[config.mk]
export PLATFORM = sky130hd
export DESIGN_NAME = hd44780_bus_driver_flat
export DESIGN_NICKNAME = d
export VERILOG_FILES = /design/src/rtl/hd44780_pkg.sv /design/src/rtl/hd44780_bus_driver_if.sv /design/src/rtl/hd44780_symbol_decode.sv /design/src/rtl/hd44780_bus_driver.sv /design/src/flat_wrapper.sv
export SDC_FILE = /design/constraint.sdc
export NUM_CORES = 1
export LEC_CHECK = 0
export CAP_MARGIN = 5
export CORE_ASPECT_RATIO = 0.8
export CORE_MARGIN = 10
export CORE_UTILIZATION = 40
export CTS_BUF_LIST = sky130_fd_sc_hd__clkbuf_4 sky130_fd_sc_hd__clkbuf_8 sky130_fd_sc_hd__clkbuf_16
export DETAILED_ROUTE_END_ITERATION = 10
export PLACE_DENSITY = 0.74
export SLEW_MARGIN = 10
export SYNTH_ARGS = -nofsm -noshare
export SYNTH_HDL_FRONTEND = slang
export SYNTH_SLANG_ARGS = --single-unit
[constraint.sdc]
create_clock -name i_clk -period 2.6 [get_ports i_clk]
set_clock_uncertainty 0.1 [all_clocks]
set_input_delay 0.65 -clock i_clk [delete_from_list [all_inputs] [get_ports i_clk]]
set_output_delay 0.65 -clock i_clk [all_outputs]
set_load 0.02 [all_outputs]
[src/rtl/hd44780_pkg.sv]
// Shared constants for the HD44780 LCD path: command/character bytes,
// selector codes common with hd44780_control, and the bus FSM encoding.
package hd44780_pkg;

   localparam logic [7:0] CMD_WAKE = 8'h30;
   localparam logic [7:0] CMD_FUNC = 8'h38;
   localparam logic [7:0] CMD_DISP = 8'h0C;
   localparam logic [7:0] CMD_CLR  = 8'h01;
   localparam logic [7:0] CMD_HOME = 8'h80;

   localparam logic [7:0] CH_COLON = 8'h3A;
   localparam logic [7:0] CH_SPACE = 8'h20;
   localparam logic [7:0] CH_A     = 8'h41;
   localparam logic [7:0] CH_P     = 8'h50;
   localparam logic [7:0] CH_M     = 8'h4D;
   localparam logic [7:0] CH_ZERO  = 8'h30;
   localparam logic [7:0] CH_BAD   = 8'h3F;

   // Command selectors use all three bits.
   localparam logic [2:0] SEL_WAKE = 3'b100;
   localparam logic [2:0] SEL_FUNC = 3'b101;
   localparam logic [2:0] SEL_DISP = 3'b110;
   localparam logic [2:0] SEL_CLR  = 3'b111;
   localparam logic [2:0] SEL_HOME = 3'b000;

   // Character selectors use only the low two bits.
   localparam logic [1:0] SEL_DIGIT = 2'b00;
   localparam logic [1:0] SEL_SEP   = 2'b01;
   localparam logic [1:0] SEL_M     = 2'b10;
   localparam logic [1:0] SEL_AMPM  = 2'b11;

   typedef enum logic [1:0] {
      ST_IDLE  = 2'd0,
      ST_SETUP = 2'd1,
      ST_PULSE = 2'd2,
      ST_HOLD  = 2'd3
   } bus_state_e;

endpackage

[src/rtl/hd44780_bus_driver_if.sv]
// Symbol stream from hd44780_control plus the LCD pin bundle and status.
interface hd44780_bus_driver_if;

   logic       i_data;
   logic       i_e_trigger;
   logic [2:0] i_sel;
   logic [3:0] i_val;
   logic       o_lcd_rs;
   logic       o_lcd_rw;
   logic       o_lcd_e;
   logic [7:0] o_lcd_db;
   logic       o_busy;
   logic       o_overrun;

   modport master (
      output i_data, i_e_trigger, i_sel, i_val,
      input  o_lcd_rs, o_lcd_rw, o_lcd_e, o_lcd_db, o_busy, o_overrun
   );

   modport slave (
      input  i_data, i_e_trigger, i_sel, i_val,
      output o_lcd_rs, o_lcd_rw, o_lcd_e, o_lcd_db, o_busy, o_overrun
   );

endinterface

[src/rtl/hd44780_symbol_decode.sv]
// Maps a {data, sel, val} symbol to the HD44780 command or character byte.
module hd44780_symbol_decode
   import hd44780_pkg::*;
(
   input  logic       data,
   input  logic [2:0] sel,
   input  logic [3:0] val,
   output logic [7:0] byte_o
);

   always_comb begin
      byte_o = CMD_HOME;
      if (!data) begin
         unique case (sel)
            SEL_WAKE: byte_o = CMD_WAKE;
            SEL_FUNC: byte_o = CMD_FUNC;
            SEL_DISP: byte_o = CMD_DISP;
            SEL_CLR:  byte_o = CMD_CLR;
            default:  byte_o = CMD_HOME;
         endcase
      end else begin
         unique case (sel[1:0])
            SEL_DIGIT: byte_o = (val <= 4'd9) ? (CH_ZERO + {4'h0, val}) : CH_BAD;
            SEL_SEP:   byte_o = val[0] ? CH_SPACE : CH_COLON;
            SEL_AMPM:  byte_o = val[0] ? CH_P : CH_A;
            SEL_M:     byte_o = CH_M;
            default:   byte_o = CH_BAD;
         endcase
      end
   end

endmodule

[src/rtl/hd44780_bus_driver.sv]
// HD44780 8-bit write-only bus driver: edge-detects the slow trigger level and
// emits one E strobe with programmable setup/pulse/hold timing per write.
module hd44780_bus_driver
   import hd44780_pkg::*;
#(
   parameter int unsigned SETUP_CYC = 4,
   parameter int unsigned PULSE_CYC = 50,
   parameter int unsigned HOLD_CYC  = 4
) (
   input  logic                 i_clk,
   input  logic                 i_reset_n,
   hd44780_bus_driver_if.slave  bus
);

   localparam logic [7:0] SETUP_LAST = 8'(SETUP_CYC - 1);
   localparam logic [7:0] PULSE_LAST = 8'(PULSE_CYC - 1);
   localparam logic [7:0] HOLD_LAST  = 8'(HOLD_CYC - 1);

   bus_state_e state_q, state_d;
   logic [7:0] cnt_q, cnt_d;
   logic       trig_q, trig_d;
   logic       rs_q, rs_d;
   logic       e_q, e_d;
   logic [7:0] db_q, db_d;
   logic       busy_q, busy_d;
   logic       overrun_q, overrun_d;
   logic       start;
   logic [7:0] dec_byte;

   hd44780_symbol_decode u_decode (
      .data   (bus.i_data),
      .sel    (bus.i_sel),
      .val    (bus.i_val),
      .byte_o (dec_byte)
   );

   assign start = bus.i_e_trigger & ~trig_q;

   always_comb begin
      state_d   = state_q;
      cnt_d     = cnt_q;
      trig_d    = bus.i_e_trigger;
      rs_d      = rs_q;
      e_d       = e_q;
      db_d      = db_q;
      busy_d    = busy_q;
      // An edge in any non-IDLE state, including the final HOLD cycle, is dropped.
      overrun_d = overrun_q | (start & (state_q != ST_IDLE));

      unique case (state_q)
         ST_IDLE: begin
            if (start) begin
               db_d    = dec_byte;
               rs_d    = bus.i_data;
               busy_d  = 1'b1;
               cnt_d   = '0;
               state_d = ST_SETUP;
            end
         end
         ST_SETUP: begin
            if (cnt_q == SETUP_LAST) begin
               e_d     = 1'b1;
               cnt_d   = '0;
               state_d = ST_PULSE;
            end else begin
               cnt_d = cnt_q + 8'd1;
            end
         end
         ST_PULSE: begin
            if (cnt_q == PULSE_LAST) begin
               e_d     = 1'b0;
               cnt_d   = '0;
               state_d = ST_HOLD;
            end else begin
               cnt_d = cnt_q + 8'd1;
            end
         end
         ST_HOLD: begin
            if (cnt_q == HOLD_LAST) begin
               busy_d  = 1'b0;
               cnt_d   = '0;
               state_d = ST_IDLE;
            end else begin
               cnt_d = cnt_q + 8'd1;
            end
         end
         default: begin
            state_d = ST_IDLE;
            cnt_d   = '0;
         end
      endcase
   end

   always_ff @(posedge i_clk or negedge i_reset_n) begin
      if (!i_reset_n) begin
         state_q   <= ST_IDLE;
         cnt_q     <= '0;
         trig_q    <= 1'b0;
         rs_q      <= 1'b0;
         e_q       <= 1'b0;
         db_q      <= '0;
         busy_q    <= 1'b0;
         overrun_q <= 1'b0;
      end else begin
         state_q   <= state_d;
         cnt_q     <= cnt_d;
         trig_q    <= trig_d;
         rs_q      <= rs_d;
         e_q       <= e_d;
         db_q      <= db_d;
         busy_q    <= busy_d;
         overrun_q <= overrun_d;
      end
   end

   assign bus.o_lcd_rs  = rs_q;
   assign bus.o_lcd_rw  = 1'b0;
   assign bus.o_lcd_e   = e_q;
   assign bus.o_lcd_db  = db_q;
   assign bus.o_busy    = busy_q;
   assign bus.o_overrun = overrun_q;

endmodule

[src/flat_wrapper.sv]
// flat-port wrapper written by rule: the top's interface ports become plain ports
module hd44780_bus_driver_flat import hd44780_pkg::*;
#(
   parameter int unsigned SETUP_CYC = 4,
   parameter int unsigned PULSE_CYC = 50,
   parameter int unsigned HOLD_CYC  = 4
)
  (i_clk, i_reset_n, bus_i_data, bus_i_e_trigger, bus_i_sel, bus_i_val, bus_o_lcd_rs, bus_o_lcd_rw, bus_o_lcd_e, bus_o_lcd_db, bus_o_busy, bus_o_overrun);
  hd44780_bus_driver_if bus_i ();
  input  logic i_clk;
  input  logic i_reset_n;
  input wire logic [$bits(bus_i.i_data)-1:0] bus_i_data;
  input wire logic [$bits(bus_i.i_e_trigger)-1:0] bus_i_e_trigger;
  input wire logic [$bits(bus_i.i_sel)-1:0] bus_i_sel;
  input wire logic [$bits(bus_i.i_val)-1:0] bus_i_val;
  output wire logic [$bits(bus_i.o_lcd_rs)-1:0] bus_o_lcd_rs;
  output wire logic [$bits(bus_i.o_lcd_rw)-1:0] bus_o_lcd_rw;
  output wire logic [$bits(bus_i.o_lcd_e)-1:0] bus_o_lcd_e;
  output wire logic [$bits(bus_i.o_lcd_db)-1:0] bus_o_lcd_db;
  output wire logic [$bits(bus_i.o_busy)-1:0] bus_o_busy;
  output wire logic [$bits(bus_i.o_overrun)-1:0] bus_o_overrun;
  assign bus_i.i_data = bus_i_data;
  assign bus_i.i_e_trigger = bus_i_e_trigger;
  assign bus_i.i_sel = bus_i_sel;
  assign bus_i.i_val = bus_i_val;
  assign bus_o_lcd_rs = bus_i.o_lcd_rs;
  assign bus_o_lcd_rw = bus_i.o_lcd_rw;
  assign bus_o_lcd_e = bus_i.o_lcd_e;
  assign bus_o_lcd_db = bus_i.o_lcd_db;
  assign bus_o_busy = bus_i.o_busy;
  assign bus_o_overrun = bus_i.o_overrun;
  hd44780_bus_driver #(.SETUP_CYC(SETUP_CYC), .PULSE_CYC(PULSE_CYC), .HOLD_CYC(HOLD_CYC)) u_core (.i_clk(i_clk), .i_reset_n(i_reset_n), .bus(bus_i));
endmodule
==> impl_metrics.py <==
metrics = {
    "clock_network": {
        "postCtsHoldBufs": 0,
        "cts-resized-gates": 0,
        "clkTransAtPathRegs_ns": 0.08,
        "cts_sinks": 23,
        "cts_tree": "yes",
        "insertion_delay_ns": 0.27,
        "clockRootBuffer": "clkbuf_8",
        "ctsHtreeMaxLevel": 1,
        "cts_setup_buffers": 0,
        "clock_path_buffers": 2,
        "numCtsBuffers": 3,
    },
    "synth": {
        "synth_warnings": 0,
        "ys_ff_latch": 23,
        "synth_cells": 141,
        "ys_async_sr_fraction_pct": 100,
        "synth-seq-area-share_pct": 42.4,
        "synth_area_um2": 1360,
        "synthFlopType": "dfrtp_1",
        "synth_nets": 159,
        "synthTopCellsByCount": "23 x dfrtp_1, 23 x nand2_1, 9 x inv_1, 8 x o21ai_0",
        "ys_types": 39,
        "netlist_top_cells_area": "dfrtp_1 42%, ha_1 6.5%, nand2_1 6.4%, o21ai_0 2.9%, inv_1 2.5%",
        "postSynthAreaPerCell_um2": 9.63,
        "synthDominantCellAreaShare_pct": 42.4,
        "yosysTopAreaCell": "dfrtp_1",
        "synth-edff-count": 0,
    },
    "cells_and_area": {
        "seq_area_um2": 576,
        "syn_to_final_growth_pct": 24.6,
        "num-nets-final": 185,
        "stdcell_area_um2": 1690,
        "layout-drive-gt1-share_pct": 11.4,
        "diodes": 0,
        "multiInputGateArea_um2": 718,
        "fillCellCount": 284,
    },
    "floorplanning": {
        "initial_core_util_pct": 42.8,
        "die_area_um2": 6140,
        "die_width_um": 85.1,
        "io_pins": 24,
        "rows": 18,
        "die_h_um": 72.1,
        "core_area_um2": 3180,
    },
    "timing": {
        "finalCriticalPeriod_ns": 2.24,
        "finalCritPeriodShare_pct": 86.1,
        "setup_slack_ns": 0.361,
        "maxSlewViolCount": 0,
        "rsz0062_at_grt": "false",
        "fmax_ghz": 0.447,
        "hold_viol": 0,
        "tns_ns": 0,
        "setup-violations-final": 0,
    },
    "worst_setup_path": {
        "critPathArrivalTime_ns": 2.30,
        "worstPathRequired_ns": 2.66,
        "worstPathMaxFanout": 6,
        "setup.worst_path.class": "reg -> reg",
        "start_kind": "flip-flop",
        "endpoint_kind": "flip-flop",
    },
    "placed_design": {
        "dpl_cell_area_um2": 1640,
        "port-buffer-count": 22,
        "post-dp-hpwl_um": 2490,
        "place_congestion": 0.881,
        "pre_cts_ws_ns": 0.123,
    },
    "route": {
        "vias_per_cell": 5.55,
        "ant_nets": 0,
        "drt-total-wl_um": 3230,
        "detail_route.wl_per_cell_um": 15.7,
        "route.detailed.drc": 0,
        "first_pass_iters": 4,
        "route.vias.total": 1144,
        "drt_iter0_drc": 209,
    },
    "power_and_ir_drop": {
        "peakVddDrop_mv": 0.245,
        "total_power_uw": 647,
        "powerDensity_nw_per_um2": 383,
        "power.leakage_uw": 0.000718,
    },
    "global_route": {
        "grt_pass1_vias": 1180,
        "grtUsageTotal_pct": 11.2,
        "grt_pass1_wl_um": 5680,
        "grt_overflow_total": 0,
        "antenna_found_initial": 0,
        "grt_max_degree": 18,
    },
    "flow_run": {
        "maxCapViolations": 0,
    },
    "run_status": {
        "status": "complete, no violations",
    },
    "worst_hold_path": {
        "hp-class": "reg -> reg",
    },
}
==> where the power goes <==
| part | switching [µW] | total [µW] | internal (µW) |
|---|---|---|---|
| clock network | 118 | 239 | 120 |
| logic | 26.8 | 50.2 | 23.4 |
| registers | 0.281 | 358 | 358 |
==> cells in the final DEF, fill, tap and decap left out, types with 2 or more instances in the layout <==
master and count:
clkdlybuf4s50_1 22, o41ai_1 3, buf_4 6, o31ai_1 4, inv_1 9, nand2_1 23, ha_1 7, o211ai_1 2
a211oi_1 3, o21ai_0 8, nand3b_1 2, nand2b_1 5, mux2_2 2, a21bo_2 2, a21oi_1 6, nor2_1 7
clkbuf_8 3, nand3_1 2, a2111oi_0 2, dfrtp_1 23, o2111ai_1 2, mux2i_1 2, o221ai_1 3
==> cell families (layout without fill, tap and decap cells) <==
group	after synthesis	after routing	share of synthesized area, %
AOI/OAI and AO/OA	44	44	24.8
and+or+nand+nor	45	45	17.1
muxes	5	5	4.24
other	1	1	0.276
adders and majority gates	7	7	6.45
buffers and inverters	16	41	4.70
DFF	23	23	42.4
==> routing by layer <==
metal / global-route usage [%] / up-vias / routed length [µm] / share of wire [%]
li1: - / 564 / - / -
met1: 13.4 / 544 / 1420 / 44
met2: 18.2 / 31 / 1580 / 49
met3: 2.01 / 5 / 147 / 4.6
met4: 6.93 / 0 / 83 / 2.6
met5: 0 / - / 0 / 0
==> area by class of cell <==
type / count / area share, %
repair buffers: 28 / 15.7
well taps: 40 / 2.96
multi-input cells: 102 / 42.5
clock buffers: 4 / 2.88
flip-flops and latches: 23 / 34.0
inverters: 9 / 2.00
==> metrics by stage <==
stage / util [%] / hold WS (ns) / cells
finish: 53.3 / 0.383 / 206
CTS: 53.3 / 0.388 / 206
floorplan: - / 0.254 / 141
global placement: 51.7 / 0.366 / 202
detailed placement: 51.7 / 0.370 / 202
global route: 53.3 / 0.413 / 206
==> registers in the layout (all words and copies together) (netlist names) <==
name / flops
u_core.bus.o_lcd_db: 8
u_core.bus.o_lcd_e: 1
u_core.bus.o_lcd_rs: 1
u_core.bus.o_busy: 1
u_core.state_q: 2
u_core.cnt_q: 8
u_core.bus.o_overrun: 1
u_core.trig_q: 1
==> final timing paths <==
kind / slack [ns] / endpoint / cells after the start / startpoint
setup / recovery: 0.36 / u_core.state_q[1] / 5 / u_core.cnt_q[0]
hold / removal: 0.38 / u_core.bus.o_lcd_rs / 2 / u_core.bus.o_lcd_rs
setup reg to reg: 0.36 / u_core.state_q[1] / 5 / u_core.cnt_q[0]
hold reg to reg: 0.38 / u_core.bus.o_lcd_rs / 2 / u_core.bus.o_lcd_rs
max in group asynchronous: 1.65 / u_core.bus.o_lcd_db[5] / 2 / i_reset_n
min in group asynchronous: 0.59 / u_core.cnt_q[0] / 2 / i_reset_n
==> worst max-delay path: stages, from the launching register on <==
cell	delay (ns)
dfrtp_1	0.43
ha_1	0.24
nor3b_1	0.34
a21boi_1	0.15
or4b_4	0.56
mux2_4	0.31
Note: power is estimated with default switching activity, not from simulation.
